<file path="config.mk">
export PLATFORM = sky130hd
export DESIGN_NAME = tx_packet_scheduler_flat
export DESIGN_NICKNAME = d
export VERILOG_FILES = /design/src/rtl/tx_packet_scheduler_pkg.sv /design/src/rtl/tx_packet_scheduler_if.sv /design/src/rtl/tx_packet_scheduler_descriptor_fifo.sv /design/src/rtl/tx_packet_scheduler.sv /design/src/flat_wrapper.sv
export SDC_FILE = /design/constraint.sdc
export NUM_CORES = 1
export LEC_CHECK = 0
export ABC_AREA = 1
export CORE_UTILIZATION = 61
export DETAILED_ROUTE_END_ITERATION = 8
export PLACE_DENSITY = 0.85
export SYNTH_ARGS = -nofsm -noshare
export SYNTH_HDL_FRONTEND = slang
export SYNTH_SLANG_ARGS = --single-unit
</file>
<file path="constraint.sdc">
create_clock -name clk -period 6.2 [get_ports clk]
set_clock_uncertainty 0.2 [all_clocks]
set_input_delay 0.62 -clock clk [delete_from_list [all_inputs] [get_ports clk]]
set_output_delay 0.62 -clock clk [all_outputs]
set_load 0.02 [all_outputs]
</file>
<file path="src/rtl/tx_packet_scheduler_pkg.sv">
// Shared constants for the transmit packet scheduler: default buffer size,
// inter-frame gap, descriptor queue depth, watchdog limit and FSM state codes.
package tx_packet_scheduler_pkg;

  localparam int PACKET_BUFFER_SIZE = 2048;
  localparam int TX_GAP_CYCLES      = 48;
  localparam int TX_QUEUE_DEPTH     = 4;
  localparam int TX_TIMEOUT_CYCLES  = 4096;

  localparam logic [2:0] ST_IDLE   = 3'd0;
  localparam logic [2:0] ST_START  = 3'd1;
  localparam logic [2:0] ST_STREAM = 3'd2;
  localparam logic [2:0] ST_DRAIN  = 3'd3;
  localparam logic [2:0] ST_GAP    = 3'd4;

  // True when value is a positive power of two.
  function automatic bit is_pow2(input int value);
    return (value > 0) && ((value & (value - 1)) == 0);
  endfunction

endpackage

</file>
<file path="src/rtl/tx_packet_scheduler_if.sv">
// Signal bundle between the packet builder / memory streamer / serializer side
// (master) and the transmit scheduler (slave).
interface tx_packet_scheduler_if
  import tx_packet_scheduler_pkg::*;
#(
  parameter int AW = $clog2(PACKET_BUFFER_SIZE)
);

  logic          desc_inclk;
  logic [AW-1:0] desc_start;
  logic [AW-1:0] desc_end;
  logic          queue_full;
  logic          queue_empty;
  logic          overflow;
  logic          sfm_start;
  logic [AW-1:0] sfm_read_start;
  logic [AW-1:0] sfm_read_end;
  logic          sfm_done;
  logic          tx_done;
  logic          busy;
  logic          pkt_sent;
  logic          pkt_err;

  modport master (
    output desc_inclk, desc_start, desc_end, sfm_done, tx_done,
    input  queue_full, queue_empty, overflow, sfm_start, sfm_read_start,
           sfm_read_end, busy, pkt_sent, pkt_err
  );

  modport slave (
    input  desc_inclk, desc_start, desc_end, sfm_done, tx_done,
    output queue_full, queue_empty, overflow, sfm_start, sfm_read_start,
           sfm_read_end, busy, pkt_sent, pkt_err
  );

endinterface

</file>
<file path="src/rtl/tx_packet_scheduler_descriptor_fifo.sv">
// Synchronous descriptor FIFO: head entry visible without a read strobe,
// registered full/empty flags, and a push is still taken when full provided
// the head is popped in the same cycle. A dropped push pulses overflow.
module tx_packet_scheduler_descriptor_fifo #(
  parameter int DW    = 22,
  parameter int DEPTH = 4
) (
  input  logic          clk,
  input  logic          rst,
  input  logic          push,
  input  logic [DW-1:0] push_data,
  input  logic          pop,
  output logic [DW-1:0] head,
  output logic          full,
  output logic          empty,
  output logic          overflow
);

  localparam int PW = (DEPTH > 1) ? $clog2(DEPTH) : 1;

  logic [DW-1:0] mem [DEPTH];
  logic [PW-1:0] wr_ptr;
  logic [PW-1:0] rd_ptr;
  logic [PW:0]   count;
  logic [PW:0]   count_nxt;
  logic          do_push;
  logic          do_pop;

  assign do_pop    = pop && !empty;
  assign do_push   = push && (!full || do_pop);
  assign count_nxt = count + (PW+1)'(do_push) - (PW+1)'(do_pop);
  assign head      = mem[rd_ptr];

  // Storage write.
  // NOTE: the data array has no reset; entries are only ever read after a
  // push has written them, so clearing it would just cost reset fan-out.
  always_ff @(posedge clk) begin
    if (do_push) mem[wr_ptr] <= push_data;
  end

  // Pointers, occupancy and registered flags.
  // NOTE: every state register uses non-blocking assignment so all flops
  // update together at the edge regardless of statement order.
  always_ff @(posedge clk) begin
    if (rst) begin
      wr_ptr   <= '0;
      rd_ptr   <= '0;
      count    <= '0;
      full     <= 1'b0;
      empty    <= 1'b1;
      overflow <= 1'b0;
    end else begin
      if (do_push) wr_ptr <= wr_ptr + PW'(1);
      if (do_pop)  rd_ptr <= rd_ptr + PW'(1);
      count    <= count_nxt;
      full     <= (count_nxt == (PW+1)'(DEPTH));
      empty    <= (count_nxt == '0);
      overflow <= push && !do_push;
    end
  end

endmodule

</file>
<file path="src/rtl/tx_packet_scheduler.sv">
// Transmit packet scheduler: queues (start,end) descriptors, launches the
// memory streamer for one packet at a time, waits for the serializer to
// drain, then holds an inter-frame gap before the next packet.
// Optional build macro TX_SCHED_TIMEOUT_EN adds a STREAM+DRAIN watchdog that
// aborts a stuck packet with a pkt_err pulse.
module tx_packet_scheduler
  import tx_packet_scheduler_pkg::*;
#(
  parameter int RAM_SIZE       = PACKET_BUFFER_SIZE,
  parameter int QUEUE_DEPTH    = TX_QUEUE_DEPTH,
  parameter int GAP_CYCLES     = TX_GAP_CYCLES,
  parameter int TIMEOUT_CYCLES = TX_TIMEOUT_CYCLES
) (
  input  logic                 clk,
  input  logic                 rst,
  tx_packet_scheduler_if.slave bus
);

  localparam int         AW       = $clog2(RAM_SIZE);
  localparam int         GW       = (GAP_CYCLES > 2) ? $clog2(GAP_CYCLES) : 1;
  localparam int         GAP_LOAD = (GAP_CYCLES > 0) ? GAP_CYCLES - 1 : 0;
  localparam logic [2:0] ST_AFTER = (GAP_CYCLES == 0) ? ST_IDLE : ST_GAP;

  if (!is_pow2(RAM_SIZE)) begin : g_bad_ram_size
    $error("RAM_SIZE must be a power of two");
  end
  if (!is_pow2(QUEUE_DEPTH) || QUEUE_DEPTH < 2) begin : g_bad_depth
    $error("QUEUE_DEPTH must be a power of two and at least 2");
  end
  if (TIMEOUT_CYCLES < 1) begin : g_bad_timeout
    $error("TIMEOUT_CYCLES must be at least 1");
  end

  logic [2:0]    state;
  logic [2:0]    state_nxt;
  logic [2*AW-1:0] head;
  logic          head_zero;
  logic          pop;
  logic          tx_seen;
  logic          done_seen;
  logic          timeout;
  logic [GW-1:0] gap_cnt;
  logic          pkt_sent_q;

  assign head_zero = (head[2*AW-1:AW] == head[AW-1:0]);
  // The head leaves the queue when launched, or when it is an empty packet
  // being discarded while idle.
  assign pop       = (state == ST_START) ||
                     ((state == ST_IDLE) && !bus.queue_empty && head_zero);
  assign done_seen = bus.tx_done || tx_seen;

  tx_packet_scheduler_descriptor_fifo #(
    .DW    (2*AW),
    .DEPTH (QUEUE_DEPTH)
  ) u_fifo (
    .clk       (clk),
    .rst       (rst),
    .push      (bus.desc_inclk),
    .push_data ({bus.desc_start, bus.desc_end}),
    .pop       (pop),
    .head      (head),
    .full      (bus.queue_full),
    .empty     (bus.queue_empty),
    .overflow  (bus.overflow)
  );

`ifdef TX_SCHED_TIMEOUT_EN
  localparam int WW = $clog2(TIMEOUT_CYCLES) + 1;

  logic [WW-1:0] wd_cnt;
  logic          pkt_err_q;

  assign timeout = ((state == ST_STREAM) || (state == ST_DRAIN)) &&
                   (wd_cnt == WW'(TIMEOUT_CYCLES - 1));
  assign bus.pkt_err = pkt_err_q;

  // Watchdog: cleared while launching, counts every STREAM/DRAIN cycle.
  always_ff @(posedge clk) begin
    if (rst) begin
      wd_cnt <= '0;
    end else if (state == ST_START) begin
      wd_cnt <= '0;
    end else if ((state == ST_STREAM) || (state == ST_DRAIN)) begin
      wd_cnt <= wd_cnt + WW'(1);
    end
  end

  // Abort pulse, suppressed when the packet completes in the same cycle.
  always_ff @(posedge clk) begin
    if (rst) pkt_err_q <= 1'b0;
    else     pkt_err_q <= timeout && !((state == ST_DRAIN) && done_seen);
  end
`else
  assign timeout     = 1'b0;
  assign bus.pkt_err = 1'b0;
`endif

  // Next-state decode.
  // NOTE: state_nxt is assigned before the case so every path drives it and
  // no latch is inferred.
  always_comb begin
    state_nxt = state;
    case (state)
      ST_IDLE:   if (!bus.queue_empty && !head_zero) state_nxt = ST_START;
      ST_START:  state_nxt = ST_STREAM;
      ST_STREAM: if (timeout)           state_nxt = ST_AFTER;
                 else if (bus.sfm_done) state_nxt = ST_DRAIN;
      ST_DRAIN:  if (done_seen || timeout) state_nxt = ST_AFTER;
      ST_GAP:    if (gap_cnt == '0)     state_nxt = ST_IDLE;
      default:   state_nxt = ST_IDLE;
    endcase
  end

  // State register.
  always_ff @(posedge clk) begin
    if (rst) state <= ST_IDLE;
    else     state <= state_nxt;
  end

  // Capture the head addresses as the launch is decided; held until next launch.
  always_ff @(posedge clk) begin
    if (rst) begin
      bus.sfm_read_start <= '0;
      bus.sfm_read_end   <= '0;
    end else if ((state == ST_IDLE) && (state_nxt == ST_START)) begin
      bus.sfm_read_start <= head[2*AW-1:AW];
      bus.sfm_read_end   <= head[AW-1:0];
    end
  end

  // Remember a serializer-done that arrives before the streamer finishes.
  always_ff @(posedge clk) begin
    if (rst) tx_seen <= 1'b0;
    else     tx_seen <= ((state == ST_STREAM) && (tx_seen || bus.tx_done)) ||
                        ((state == ST_DRAIN) && tx_seen && (state_nxt == ST_DRAIN));
  end

  // Inter-frame gap counter, loaded on entry to GAP.
  always_ff @(posedge clk) begin
    if (rst) begin
      gap_cnt <= '0;
    end else if ((state_nxt == ST_GAP) && (state != ST_GAP)) begin
      gap_cnt <= GW'(GAP_LOAD);
    end else if ((state == ST_GAP) && (gap_cnt != '0)) begin
      gap_cnt <= gap_cnt - GW'(1);
    end
  end

  // Completion pulse, one cycle after DRAIN sees the serializer done.
  always_ff @(posedge clk) begin
    if (rst) pkt_sent_q <= 1'b0;
    else     pkt_sent_q <= (state == ST_DRAIN) && done_seen;
  end

  assign bus.pkt_sent  = pkt_sent_q;
  assign bus.sfm_start = (state == ST_START);
  assign bus.busy      = (state != ST_IDLE);

endmodule
</file>
<file path="src/flat_wrapper.sv">
// flat-port wrapper written by rule: the top's interface ports become plain ports
module tx_packet_scheduler_flat import tx_packet_scheduler_pkg::*;
#(
  parameter int RAM_SIZE       = PACKET_BUFFER_SIZE,
  parameter int QUEUE_DEPTH    = TX_QUEUE_DEPTH,
  parameter int GAP_CYCLES     = TX_GAP_CYCLES,
  parameter int TIMEOUT_CYCLES = TX_TIMEOUT_CYCLES
)
  (clk, rst, bus_desc_inclk, bus_desc_start, bus_desc_end, bus_sfm_done, bus_tx_done, bus_queue_full, bus_queue_empty, bus_overflow, bus_sfm_start, bus_sfm_read_start, bus_sfm_read_end, bus_busy, bus_pkt_sent, bus_pkt_err);
  tx_packet_scheduler_if bus_i ();
  input  logic clk;
  input  logic rst;
  input wire logic [$bits(bus_i.desc_inclk)-1:0] bus_desc_inclk;
  input wire logic [$bits(bus_i.desc_start)-1:0] bus_desc_start;
  input wire logic [$bits(bus_i.desc_end)-1:0] bus_desc_end;
  input wire logic [$bits(bus_i.sfm_done)-1:0] bus_sfm_done;
  input wire logic [$bits(bus_i.tx_done)-1:0] bus_tx_done;
  output wire logic [$bits(bus_i.queue_full)-1:0] bus_queue_full;
  output wire logic [$bits(bus_i.queue_empty)-1:0] bus_queue_empty;
  output wire logic [$bits(bus_i.overflow)-1:0] bus_overflow;
  output wire logic [$bits(bus_i.sfm_start)-1:0] bus_sfm_start;
  output wire logic [$bits(bus_i.sfm_read_start)-1:0] bus_sfm_read_start;
  output wire logic [$bits(bus_i.sfm_read_end)-1:0] bus_sfm_read_end;
  output wire logic [$bits(bus_i.busy)-1:0] bus_busy;
  output wire logic [$bits(bus_i.pkt_sent)-1:0] bus_pkt_sent;
  output wire logic [$bits(bus_i.pkt_err)-1:0] bus_pkt_err;
  assign bus_i.desc_inclk = bus_desc_inclk;
  assign bus_i.desc_start = bus_desc_start;
  assign bus_i.desc_end = bus_desc_end;
  assign bus_i.sfm_done = bus_sfm_done;
  assign bus_i.tx_done = bus_tx_done;
  assign bus_queue_full = bus_i.queue_full;
  assign bus_queue_empty = bus_i.queue_empty;
  assign bus_overflow = bus_i.overflow;
  assign bus_sfm_start = bus_i.sfm_start;
  assign bus_sfm_read_start = bus_i.sfm_read_start;
  assign bus_sfm_read_end = bus_i.sfm_read_end;
  assign bus_busy = bus_i.busy;
  assign bus_pkt_sent = bus_i.pkt_sent;
  assign bus_pkt_err = bus_i.pkt_err;
  tx_packet_scheduler #(.RAM_SIZE(RAM_SIZE), .QUEUE_DEPTH(QUEUE_DEPTH), .GAP_CYCLES(GAP_CYCLES), .TIMEOUT_CYCLES(TIMEOUT_CYCLES)) u_core (.clk(clk), .rst(rst), .bus(bus_i));
endmodule
</file>
==> out/summary.log <==
INFO  floorplanning  core.rowCount=34
INFO  synthesis      synthArstFlopShare=0%
INFO  power          total_switching_power=967uW
INFO  detailed_routing detail_route.iter0.violations=229
INFO  setup_path     cp_required=6.34ns
INFO  timing         finalSetupViolCount=0
INFO  detailed_routing ant_nets=0
INFO  timing         fin_setup_tns=0ns
INFO  timing         hold_viol=0
INFO  clock_network  clk-insertion-delay-late=0.52ns
INFO  clock_network  buffer_count_from_post_cts_setup_fixing=0
INFO  cells_and_area flow.area_growth_from_synthesis=20.5%
INFO  cells_and_area fill_cells=559
INFO  place          place.gp.congestion=0.858
INFO  power          clockPowerShare=32.9%
INFO  power          share_comb_of_total_power=26.7%
INFO  worst_hold_path timing.hold.worst.class=flip-flop to flip-flop
INFO  synthesis      synth_top_area_cell=edfxtp_1
INFO  setup_path     r2r.worst_path.cells=22
INFO  synthesis      synth.ff_latch_count=133
INFO  setup_path     timing.critical_path.from_type=flip-flop
INFO  synthesis      netlist_area=5630squm
INFO  floorplanning  die-area=9610squm
INFO  setup_path     worstSetupEndpoint=u_core.u_fifo.empty$_SDFF_PP1_
INFO  global_route   grt_antenna_before_repair=0
INFO  detailed_routing via_per_inst=5.53
INFO  power          p_leak=2.85nW
INFO  detailed_routing detailedRoute.firstPassIterationCount=7
INFO  clock_network  path_clk_slew=0.06ns
INFO  clock_network  cts_made_buffers=17
INFO  floorplanning  die_h=98.0microns
INFO  timing         final-max-slew-violation-count=0
INFO  clock_network  postCtsResizedCells=0
INFO  synthesis      synth-warning-count=0
INFO  timing         post-route-min-period=4.26ns
INFO  global_route   grt_remaining_overflow=0
INFO  setup_path     timing.critical_path.fanout_max=48
INFO  global_route   grt_usage=27.1%
INFO  power          ir_worst_vdd=235uV
INFO  setup_path     slowest_stage=inv_2
INFO  setup_path     cpMostUsedCell=nand2_1
INFO  setup_path     endpoint_of_the_worst_slack_reg_to_reg_timing_path=u_core.u_fifo.empty$_SDFF_PP1_
INFO  setup_path     worstPathArrival=4.40ns
INFO  cells_and_area multi_input_comb_area=1780squm
INFO  floorplanning  design.portCount=56
INFO  global_route   first_global_vias=4101
INFO  power          cell_internal_pwr=1.97mW
INFO  power          ratio_of_total_power_to_cell_area=433nW/um^2
INFO  timing         slew_headroom=32.9%
INFO  worst_hold_path min_from=u_core.state[2]$_SDFF_PP0_
INFO  timing         clock.fmax=235MHz
INFO  floorplanning  die-width=98.0microns
INFO  place          detailedPlacementHpwl=7340microns
INFO  setup_path     crit_type=flip-flop to flip-flop
INFO  global_route   grt_start_max_net_pins=49
INFO  detailed_routing post_drt_wl_per_cell=16.1microns
INFO  synthesis      synth_edf_count=88
INFO  timing         grt_setup_unrepaired=false
INFO  synthesis      synth_top_area_share=47.0%
INFO  synthesis      netlist_top_cells_area=edfxtp_1 (47%), dfxtp_1 (16%), nand2_1 (16%), nand3_1 (4.3%), inv_1 (2.7%)
INFO  place          io_buffer_count=54
INFO  cells_and_area antenna_cells_inserted=0
INFO  cells_and_area drive_gt1_share=6.92%
INFO  power          switching_share=33.0%
INFO  clock_network  clock_tree.htree_level_count=4
INFO  clock_network  clock_path_buffers=2
INFO  setup_path     timing.critical_path.slowest_cell_delay=0.64ns
INFO  synthesis      yosysMostFrequentCell=nand2_1
INFO  clock_network  cts_tree=yes
INFO  floorplanning  core_area=8810squm
INFO  synthesis      synth_cell_types=27
INFO  status         status=finished, violations left
INFO  synthesis      syn-num-nets=634
INFO  detailed_routing route.detailed.drc=5
INFO  place          dp.cells=741
INFO  synthesis      synth_area_per_cell=9.41squm
INFO  setup_path     path_cells=buf_4, inv_2, nand2_1, nand3_1, nand2_1, nand2_1, nand2_1, inv_1, nand2_1, nor2_1, nand4_1, nand2_1, nand2_2, nand2_4, nand2_2, ha_1, inv_1, ha_1, inv_1, fa_1, nand2_1, o21ai_0
INFO  setup_path     setup_slack_reg_to_reg=1.94ns
INFO  power          power_frac_seq=40.4%
INFO  timing         worst_slew_pin_slew=1.01ns
INFO  run            timing.max_cap.violations=0
INFO  synthesis      synthesis.instances=598
INFO  cells_and_area post_layout_nonfiller_instances=773
INFO  power          totalPowerFinal=2.93mW
INFO  global_route   global_route_wire_length_before_repair=19700microns
INFO  setup_path     timing.critical_path.to_type=flip-flop
INFO  clock_network  cts_hold_buf=0
INFO  synthesis      postSynth.topFlopCell=edfxtp_1
INFO  synthesis      synth_sequential_area_ratio=63.0%
INFO  cells_and_area nets=688
INFO  detailed_routing total_vias_in_the_final_route=4276
INFO  floorplanning  initial_core_util=63.9%
INFO  cells_and_area register_area=3540squm
INFO  detailed_routing routed_wl=12400microns
INFO  status         failed_checks=design-rule violations
INFO  clock_network  cts-root-buf=clkbuf_8
INFO  clock_network  clkSinkCount=133
INFO  timing         finalCritPeriodShare=68.7%
INFO  synthesis      netlist_top_cells_count=nand2_1 (235), edfxtp_1 (88), nand3_1 (48), dfxtp_1 (45), inv_1 (40)
kinds of logic (layout without fill, tap and decap cells):
| group | Yosys count | count (layout) | synth area share (%) |
|---|---|---|---|
| XOR/XNOR | 4 | 4 | 0.623 |
| flip-flops | 133 | 133 | 63.0 |
| AND/OR/NAND/NOR | 319 | 319 | 22.9 |
| AO/OA/AOI/OAI | 63 | 63 | 5.72 |
| buffers and inverters | 69 | 136 | 5.58 |
| other | 1 | 1 | 0.0667 |
| adder cells (fa/ha/maj) | 9 | 9 | 2.14 |
worst max-delay path: cells and delay by family (launching register included):
| kind | cells | cell delay, ns |
|---|---|---|
| and+or+nand+nor | 13 | 1.42 |
| buffers and inverters | 5 | 1.13 |
| adders and majority gates | 3 | 0.91 |
| DFF | 1 | 0.30 |
| AOI/OAI and AO/OA | 1 | 0.10 |
how the worst min path moves through the flow:
stage / end / slack (ns) / cells past startpoint
2_1_floorplan: u_core.state[1]$_SDFF_PP0_ / 0.25 / 1
3_3_place_gp: u_core.state[1]$_SDFF_PP0_ / 0.27 / 1
3_5_place_dp: u_core.state[1]$_SDFF_PP0_ / 0.28 / 1
4_1_cts: u_core.state[1]$_SDFF_PP0_ / 0.29 / 1
5_1_grt: u_core.state[1]$_SDFF_PP0_ / 0.33 / 1
6_report: u_core.state[1]$_SDFF_PP0_ / 0.31 / 1
state kept, by name, indices dropped and copies added (netlist names), 2 cells and up, named ones only:
name                       count
u_core.u_fifo.rd_ptr           2
u_core.u_fifo.wr_ptr           2
u_core.gap_cnt                 6
u_core.u_fifo.mem             88
u_core.state                   3
u_core.u_fifo.count            3
u_core.bus.sfm_read_start     11
u_core.bus.sfm_read_end       11
cell type report:
class / count / area share, %
sequential: 133 / 52.3
clock inverter: 14 / 2.23
clock buffer: 18 / 6.17
multi-input combinational: 396 / 26.2
inverter: 44 / 2.44
timing repair buffer: 60 / 8.64
tap: 108 / 1.99
metrics by stage:
step	cell area (sq um)	hold slack [ns]	utilization [%]	setup slack, ns
floorplan	5630	0.246	-	3.13
global placement	6210	0.270	70.5	2.28
detailed placement	6210	0.283	70.5	2.05
CTS	6780	0.293	77.0	1.97
global route	6780	0.331	77.0	1.63
finish	6780	0.308	77.0	1.94
cell usage in the layout (no fill, tap or decap), types with 4 or more instances in the layout:
cell,count
inv_1,40
nor2_1,21
dfxtp_1,45
nand4_1,5
edfxtp_1,88
a21oi_1,29
o21ai_1,19
nand2_1,235
nand3_1,48
buf_4,6
o21ai_0,11
ha_1,8
clkdlybuf4s50_1,54
clkinvlp_4,4
inv_6,4
nor2_2,4
clkbuf_16,16
power by group through the flow:
stage	Clock (mW)	Sequential [mW]	Combinational, mW
after global placement	0	1.19	0.732
after global routing	1.00	1.20	0.853
after CTS	0.968	1.18	0.782
after detailed placement	0	1.20	0.764
after floorplan	0	1.26	0.418
final	0.966	1.19	0.782
per-layer routing:
metal	up-vias	wire [microns]	GRT usage [%]
li1	2088	-	-
met1	1986	4900	31.7
met2	187	6480	48.4
met3	15	895	6.16
met4	0	159	10.8
met5	-	0	0
No activity file was read; power rests on OpenSTA's default activity.
